[src/rtl/instruction_decoder_pipe.sv]
// rtl/instruction_decoder_pipe.sv - registered, flow-controlled RV32-subset decoder with skid buffer, flush and sticky halt
module instruction_decoder_pipe #(
  parameter int XLEN  = 32,
  parameter int CNT_W = 2,
  parameter int SKID  = 1
) (
  input  logic             clk,
  input  logic             rst,
  input  logic             in_valid,
  output logic             in_ready,
  input  logic [31:0]      in_instr,
  input  logic [XLEN-1:0]  in_pc,
  input  logic             flush,
  output logic             out_valid,
  input  logic             out_ready,
  output logic [3:0]       out_op,
  output logic [4:0]       out_rs1,
  output logic [4:0]       out_rs2,
  output logic [4:0]       out_rd,
  output logic [XLEN-1:0]  out_imm,
  output logic [CNT_W-1:0] out_cnt_set,
  output logic [XLEN-1:0]  out_pc,
  output logic             out_illegal,
  output logic             halted
);

  localparam logic [3:0] OP_ILL  = 4'd0,  OP_ADD = 4'd1,  OP_SUB = 4'd2,  OP_AND = 4'd3;
  localparam logic [3:0] OP_OR   = 4'd4,  OP_XOR = 4'd5,  OP_ADDI = 4'd6, OP_LW = 4'd7;
  localparam logic [3:0] OP_SW   = 4'd8,  OP_LUI = 4'd9,  OP_JAL = 4'd10, OP_BEQ = 4'd11;
  localparam logic [3:0] OP_BNE  = 4'd12;

  localparam logic [6:0] OPC_R      = 7'b0110011;
  localparam logic [6:0] OPC_LOAD   = 7'b0000011;
  localparam logic [6:0] OPC_STORE  = 7'b0100011;
  localparam logic [6:0] OPC_OPIMM  = 7'b0010011;
  localparam logic [6:0] OPC_LUI    = 7'b0110111;
  localparam logic [6:0] OPC_JAL    = 7'b1101111;
  localparam logic [6:0] OPC_BRANCH = 7'b1100011;

  typedef struct packed {
    logic [3:0]       op;
    logic [4:0]       rs1;
    logic [4:0]       rs2;
    logic [4:0]       rd;
    logic [XLEN-1:0]  imm;
    logic [CNT_W-1:0] cnt;
    logic [XLEN-1:0]  pc;
    logic             illegal;
  } bundle_t;

  bundle_t dec;
  bundle_t out_q, out_d;
  bundle_t skid_q, skid_d;
  logic    out_valid_q, out_valid_d;
  logic    skid_valid_q, skid_valid_d;
  logic    halted_q, halted_d;

  logic [6:0]         opcode;
  logic [2:0]         funct3;
  logic [6:0]         funct7;
  logic [3:0]         dec_op;
  logic               use_rs1, use_rs2, use_rd;
  logic signed [31:0] imm32;
  logic               out_free, accept;

  assign opcode = in_instr[6:0];
  assign funct3 = in_instr[14:12];
  assign funct7 = in_instr[31:25];

  always_comb begin
    dec_op  = OP_ILL;
    imm32   = '0;
    use_rs1 = 1'b0;
    use_rs2 = 1'b0;
    use_rd  = 1'b0;
    case (opcode)
      OPC_R: begin
        use_rs1 = 1'b1;
        use_rs2 = 1'b1;
        use_rd  = 1'b1;
        if (funct7 == 7'b0000000) begin
          case (funct3)
            3'b000:  dec_op = OP_ADD;
            3'b111:  dec_op = OP_AND;
            3'b110:  dec_op = OP_OR;
            3'b100:  dec_op = OP_XOR;
            default: dec_op = OP_ILL;
          endcase
        end else if (funct7 == 7'b0100000 && funct3 == 3'b000) begin
          dec_op = OP_SUB;
        end
      end
      OPC_OPIMM: if (funct3 == 3'b000) begin
        dec_op  = OP_ADDI;
        use_rs1 = 1'b1;
        use_rd  = 1'b1;
        imm32   = {{20{in_instr[31]}}, in_instr[31:20]};
      end
      OPC_LOAD: if (funct3 == 3'b010) begin
        dec_op  = OP_LW;
        use_rs1 = 1'b1;
        use_rd  = 1'b1;
        imm32   = {{20{in_instr[31]}}, in_instr[31:20]};
      end
      OPC_STORE: if (funct3 == 3'b010) begin
        dec_op  = OP_SW;
        use_rs1 = 1'b1;
        use_rs2 = 1'b1;
        imm32   = {{20{in_instr[31]}}, in_instr[31:25], in_instr[11:7]};
      end
      OPC_LUI: begin
        dec_op = OP_LUI;
        use_rd = 1'b1;
        imm32  = {in_instr[31:12], 12'b0};
      end
      OPC_JAL: begin
        dec_op = OP_JAL;
        use_rd = 1'b1;
        imm32  = {{11{in_instr[31]}}, in_instr[31], in_instr[19:12], in_instr[20], in_instr[30:21], 1'b0};
      end
      OPC_BRANCH: if (funct3 == 3'b000 || funct3 == 3'b001) begin
        dec_op  = (funct3 == 3'b000) ? OP_BEQ : OP_BNE;
        use_rs1 = 1'b1;
        use_rs2 = 1'b1;
        imm32   = {{19{in_instr[31]}}, in_instr[31], in_instr[7], in_instr[30:25], in_instr[11:8], 1'b0};
      end
      default: dec_op = OP_ILL;
    endcase

    dec    = '0;
    dec.pc = in_pc;
    if (dec_op == OP_ILL) begin
      dec.illegal = 1'b1;
    end else begin
      dec.op  = dec_op;
      dec.rs1 = use_rs1 ? in_instr[19:15] : 5'd0;
      dec.rs2 = use_rs2 ? in_instr[24:20] : 5'd0;
      dec.rd  = use_rd  ? in_instr[11:7]  : 5'd0;
      dec.imm = XLEN'(imm32);
      case (dec_op)
        OP_LW:                        dec.cnt = CNT_W'(3);
        OP_SW, OP_JAL, OP_BEQ, OP_BNE: dec.cnt = CNT_W'(2);
        default:                      dec.cnt = CNT_W'(1);
      endcase
    end
  end

  // With the skid present, in_ready depends only on registered state (flush aside).
  assign out_free = ~out_valid_q | out_ready;

  always_comb begin
    if (SKID != 0) begin
      in_ready = ~skid_valid_q & ~halted_q & ~flush;
    end else begin
      in_ready = out_free & ~halted_q & ~flush;
    end
  end

  assign accept = in_valid & in_ready;

  always_comb begin
    out_d        = out_q;
    out_valid_d  = out_valid_q;
    skid_d       = skid_q;
    skid_valid_d = skid_valid_q;
    halted_d     = halted_q | (accept & dec.illegal);
    if (flush) begin
      out_valid_d  = 1'b0;
      skid_valid_d = 1'b0;
    end else if (out_free) begin
      if (skid_valid_q) begin
        out_d        = skid_q;
        out_valid_d  = 1'b1;
        skid_valid_d = 1'b0;
      end else if (accept) begin
        out_d       = dec;
        out_valid_d = 1'b1;
      end else begin
        out_valid_d = 1'b0;
      end
    end else if (accept) begin
      skid_d       = dec;
      skid_valid_d = 1'b1;
    end
  end

  always_ff @(posedge clk) begin
    if (rst) begin
      out_q        <= '0;
      out_valid_q  <= 1'b0;
      skid_q       <= '0;
      skid_valid_q <= 1'b0;
      halted_q     <= 1'b0;
    end else begin
      out_q        <= out_d;
      out_valid_q  <= out_valid_d;
      skid_q       <= skid_d;
      skid_valid_q <= skid_valid_d;
      halted_q     <= halted_d;
    end
  end

  assign out_valid   = out_valid_q;
  assign out_op      = out_q.op;
  assign out_rs1     = out_q.rs1;
  assign out_rs2     = out_q.rs2;
  assign out_rd      = out_q.rd;
  assign out_imm     = out_q.imm;
  assign out_cnt_set = out_q.cnt;
  assign out_pc      = out_q.pc;
  assign out_illegal = out_q.illegal;
  assign halted      = halted_q;

endmodule

[config.mk]
export PLATFORM = sky130hd
export DESIGN_NAME = instruction_decoder_pipe
export DESIGN_NICKNAME = d
export VERILOG_FILES = /design/src/rtl/instruction_decoder_pipe.sv
export SDC_FILE = /design/constraint.sdc
export NUM_CORES = 1
export LEC_CHECK = 0
export BUFFER_PORTS_ARGS = -buffer_cell sky130_fd_sc_hd__buf_2
export CORE_MARGIN = 2
export CORE_UTILIZATION = 50
export CTS_CLUSTER_SIZE = 28
export DETAILED_ROUTE_END_ITERATION = 8
export HOLD_SLACK_MARGIN = 0.02
export PLACE_DENSITY_LB_ADDON = 0.08
export RECOVER_POWER = 25
export SYNTH_ARGS = -nofsm -noshare
export SYNTH_HDL_FRONTEND = slang
export SYNTH_SLANG_ARGS = --single-unit
[constraint.sdc]
create_clock -name clk -period 1.9 [get_ports clk]
set_input_delay 0.19 -clock clk [delete_from_list [all_inputs] [get_ports clk]]
set_output_delay 0.19 -clock clk [all_outputs]
set_load 0.005 [all_outputs]
Word level (Yosys, flattened, before mapping)
Cells that the tools add are included.
{"block": "totals", "reg_bits": 175, "inputBits": 69}
{"block": "op_classes", "eq_ne": 18, "n_mux": 30, "bitwise_logic": 11, "reduce_logical": 13}
{"op": "case mux 32 bit (6 select lines)", "count": 1}
{"op": "two-way mux 86 bit", "count": 2}
{"op": "two-way mux 32 bit", "count": 4}
{"op": "two-way mux 53 bit", "count": 1}
{"op": "equality test 7 x 6 -> 1 bit, second input constant", "count": 4}
{"op": "case mux 4 bit (7 select lines)", "count": 1}
{"op": "equality test 4 bit, second input constant", "count": 4}
{"op": "two-way mux 5 bit", "count": 3}
{"op": "equality test 7 bit, second input constant", "count": 2}
{"op": "two-way mux 4 bit", "count": 3}
{"op": "case mux 3 bit (4 select lines)", "count": 1}
{"op": "equality test 3 bit, second input constant", "count": 3}
{"op": "two-way mux 3 bit", "count": 3}
{"op": "equality test 7 x 2 -> 1 bit, second input constant", "count": 1}
{"op": "equality test 7 x 5 -> 1 bit, second input constant", "count": 1}
{"op": "logical NOT 7 bit", "count": 1}
{"op": "two-way mux 1 bit", "count": 6}
{"op": "case mux 1 bit (3 select lines)", "count": 2}
{"op": "AND reduction 3 bit", "count": 2}
{"op": "OR reduction 3 bit", "count": 2}
{"op": "inverter 1 bit", "count": 5}
{"op": "bitwise AND 1 bit", "count": 4}
{"op": "equality test 4 x 3 -> 1 bit, second input constant", "count": 1}
{"op": "logical NOT 4 bit", "count": 1}
{"op": "other kinds (12)", "count": 14}

Longest topological paths before layout
{"block": "logic_depth", "depth_word": 11, "mapped_depth": 9, "mapped_depth_nobuf": 6}

Least setup slack after synthesis
OpenSTA, ideal clock, no wires.
{"block": "synth_timing", "kind": "reg-to-reg", "from": "register skid_valid_q", "to": "register out_q, in the netlist out_rs2[0]", "arrival_ps": 1767, "required_ps": 1784, "slack_ps": 17, "stages_incl_launch_ff": 8, "n_path_buf": 2, "synth_period_minus_slack_ps": 1883, "cell_sequence": "dfxtp_1 or4b_4 a211o_1 buf_6 buf_2 nand2_1 a21oi_1 a31o_2"}
{"block": "synth_between", "elab_chain_len": 6}
{"element": "from (decl)", "line_no": "55", "rtl": "logic skid_valid_q, skid_valid_d;"}
{"element": "from (signal assigned)", "line_no": "198", "rtl": "skid_valid_q <= skid_valid_d;"}
{"element": "inverter 1 bit", "line_no": "153", "rtl": "in_ready = ~skid_valid_q & ~halted_q & ~flush;"}
{"element": "bitwise AND 1 bit (2 in a row)", "line_no": "153"}
{"element": "bitwise AND 1 bit", "line_no": "159", "rtl": "assign accept = in_valid & in_ready;"}
{"element": "nonzero test 2 bit (no line)"}
{"element": "AND reduction 3 bit (no line)"}
{"element": "to (signal assigned)", "line_no": "195", "rtl": "out_q <= out_d;"}
{"element": "to (decl)", "line_no": "52", "rtl": "bundle_t out_q, out_d;"}
Parallel ways exist; a longest one is shown, timed or not.
A chain may end at the register's enable or synchronous reset.

Worst setup path after layout
{"block": "layout_timing", "from": "register skid_valid_q", "to": "register out_q, in the netlist out_rd[1]"}
Same word-level chain as after synthesis.

==> reports/metrics.csv <==
metric,value,unit
min_period_over_period,105.5,%
unique_cell_type_count_in_the_yosys_netlist,65,
ios,158,
fin_nets,1238,
max_stage_delay,560,ps
number_of_diodes,0,
critical_path.slowest_cell,or4b_4,
finalWeightedCongestion,0.9227,
numPlacedInstances,1278,
clk-insertion-delay-late,430,ps
period_needed,2004,ps
sequential_share_of_the_synthesized_area,45.05,%
combPwrFrac,10.1,%
unrepaired_setup_endpoints_after_global_routing,yes,
synth-async-reset-ratio,0,%
clock_power_share,43.3,%
place_hpwl,14100,µm
clock_path_buffers,2,
ys_dominant_reg_cell,dfxtp_1,
area_growth_synth_to_finish,39.81,%
tritoncts.num_buffers,17,
grt_pass1_vias,6931,
timing.final.max_slew_violations,0,
synth_enable_flop_cells,0,
grt_first_pass_wirelength,35270,µm
hold_path.class,in -> reg,
start_util,51.15,%
critical_path_arrival,2320,ps
die_area,16570,µm²
clk_transition_reported_paths,70,ps
synth-warning-count,0,
required,2210,ps
area_contributors_post_synth,"dfxtp_1, a21oi_1, nand2_1",
portBuffers,157,
worst_setup_path_end_kind,register,
final-hold-violation-count,0,
placementRows,45,
first_drt_iteration_drcs,490,
design.core.area,15200,µm²
timing.final.setup_violations,48,
total_leakage_power,0.004136,µW
drt_drc_violations_left,0,
least_margin_pin_slew,834.7,ps
syn_inst,927,
finish.cell_count_without_fillers,1370,
cts_root_buffer,clkbuf_16,
cts_tree,yes,
globalRouteOverflowTotal,0,
final.setup.worst_slack,-103.9,ps
global_route.usage.total,26.47,%
clock.fmax,0.4990,GHz
max_cap_check_violation_count,0,
timing.setup.critical_path_class,reg -> reg,
critical_path.max_fanout,11,
finalClockSkew,9.844,ps
grt_max_degree,68,
synth_top_cell_by_area,dfxtp_1,
totalWireLength,23940,µm
synth_top_area_share,45.05,%
worstPathCellList,or4b_4 > a211o_4 > buf_12 > nand2_2 > a21oi_2 > a31oi_1 > o21ai_2,
status,"finished, violations left",
relSlewSlack,44.35,%
syn_nets,996,
post_drt_via_cell_ratio,5.744,
mostFrequentLayoutCell,dfxtp_1,
setup_tns,-2058,ps
switching_power,1974,µW
total_power,8080,µW
first_pass_iters,5,
fp.dieH,128.7,µm
syn_area,7776,µm²
avgRoutedWirePerCell,17.48,µm
tritoncts_num_sinks,175,
seq_power_share,46.6,%
die_width,128.7,µm
post_synth.cell_area_avg,8.389,µm²
postSynthRegisterBits,175,
drive_above_1_share,30.63,%
swShare,24.43,%
most_frequent_cells_in_the_layout,"dfxtp_1, buf_2, nand2_1",
failing_checks,negative setup slack,
power.internal,6107,µW
antenna_violating_nets_post_route,0,
peak_supply_drop,0.6162,mV
num_vias,7869,
startpoint_type,register,
antenna_found_initial,0,
power_per_cell_area,743.2,nW/µm²
h-tree-depth,4,
[final cells by class]
cell class                 instances  area, µm²
clock buffer                      20      446.7
clock inverter                    12      135.1
fill                            1209       4330
inverter                           7      26.28
multi-input combinational        663       4128
sequential                       175       3507
tap                              188      235.2
timing repair buffer             305       2394
[cells by family after synthesis]
| kind of cell | synth area share [%] |
|---|---|
| AOI/OAI and AO/OA | 24.34 |
| and+or+nand+nor | 20.60 |
| muxes | 4.377 |
| xor gates and xnor gates | 0.1127 |
| buffers and inverters | 5.519 |
| DFF | 45.05 |
[Yosys cell counts, types with 2 or more instances]
cell type	count
a211o_1	10
a211oi_1	53
a21oi_1	121
a221o_1	3
a221oi_1	3
a22oi_1	6
a311oi_1	14
a31o_1	3
a31o_2	7
a31oi_1	5
and2_1	3
and3_1	5
and3b_1	2
and4b_1	3
buf_2	25
buf_4	3
buf_6	7
clkbuf_1	46
dfxtp_1	175
inv_1	7
mux2i_1	34
nand2_1	139
nand2b_1	8
nand3_1	23
nand3b_1	18
nand4_1	3
nor2_1	91
nor2b_1	3
nor3_1	17
nor3b_1	6
o2111ai_1	5
o211ai_1	17
o21ai_0	18
o21ai_1	8
or2_1	3
or3_1	4
[final timing paths]
path / from / to / slack (ps) / cells past startpoint
setup / recovery: skid_valid_q$_SDFFE_PP0P_ / out_rd[1]$_SDFFE_PP0P_ / -100 / 7
hold / removal: in_pc[4] / skid_q[5]$_SDFFE_PP0P_ / 20 / 3
setup reg to reg: skid_valid_q$_SDFFE_PP0P_ / out_rd[1]$_SDFFE_PP0P_ / -100 / 7
hold reg to reg: skid_q[82]$_SDFFE_PP0P_ / skid_q[82]$_SDFFE_PP0P_ / 450 / 2
[metal layers]
layer | global-route usage [%] | wire [µm]
met1 | 38.35 | 11160
met2 | 40.77 | 11150
met3 | 3.950 | 1228
met4 | 8.312 | 407
met5 | 0 | 0
[power groups by stage]
stage               combinational, µW  clock, µW  sequential, µW
floorplan                         294          0            3850
global placement                  611          0            3840
detailed placement                616          0            3850
CTS                               695       3530            3760
global route                      877       3690            3770
finish                            816       3500            3770
[what timing repair did]
| item | in CTS | in global routing |
|---|---|---|
| setup buffers | 2 | 15 |
| resized for setup | 27 | 67 |
| hold endpoints to repair | 30 | 0 |
| setup endpoints to repair | 86 | 137 |
| hold buffers | 30 | 0 |
| gates cloned | 2 | 12 |
| pin swaps | 16 | 36 |
[registers in the layout (all words and copies together) (netlist names), 2 cells and up]
signal,cells
out_cnt_set,2
out_rs2,5
out_op,4
out_imm,32
out_rd,5
out_rs1,5
out_pc,32
skid_q,86
[metrics by stage]
stage / hold WS (ps) / instance area (µm²) / worst slack (ps) / utilization, %
final: 19.78 / 10870 / -103.9 / 71.51
after global placement: 433.7 / 9193 / -151.8 / 60.47
after CTS: 21.42 / 10240 / -106.9 / 67.36
after global routing: 32.56 / 10870 / -182.5 / 71.51
after detailed placement: 437.9 / 9193 / -232.1 / 60.47
after floorplan: 268.5 / 7776 / 16.93 / -
[worst max-delay path: cells and delay by family (launching register included)]
kind            cells  cell delay [ps]
compound gates      4              730
buf+inv             1              170
flops               1              340
simple gates        2              630
(Power assumes the default switching activity.)
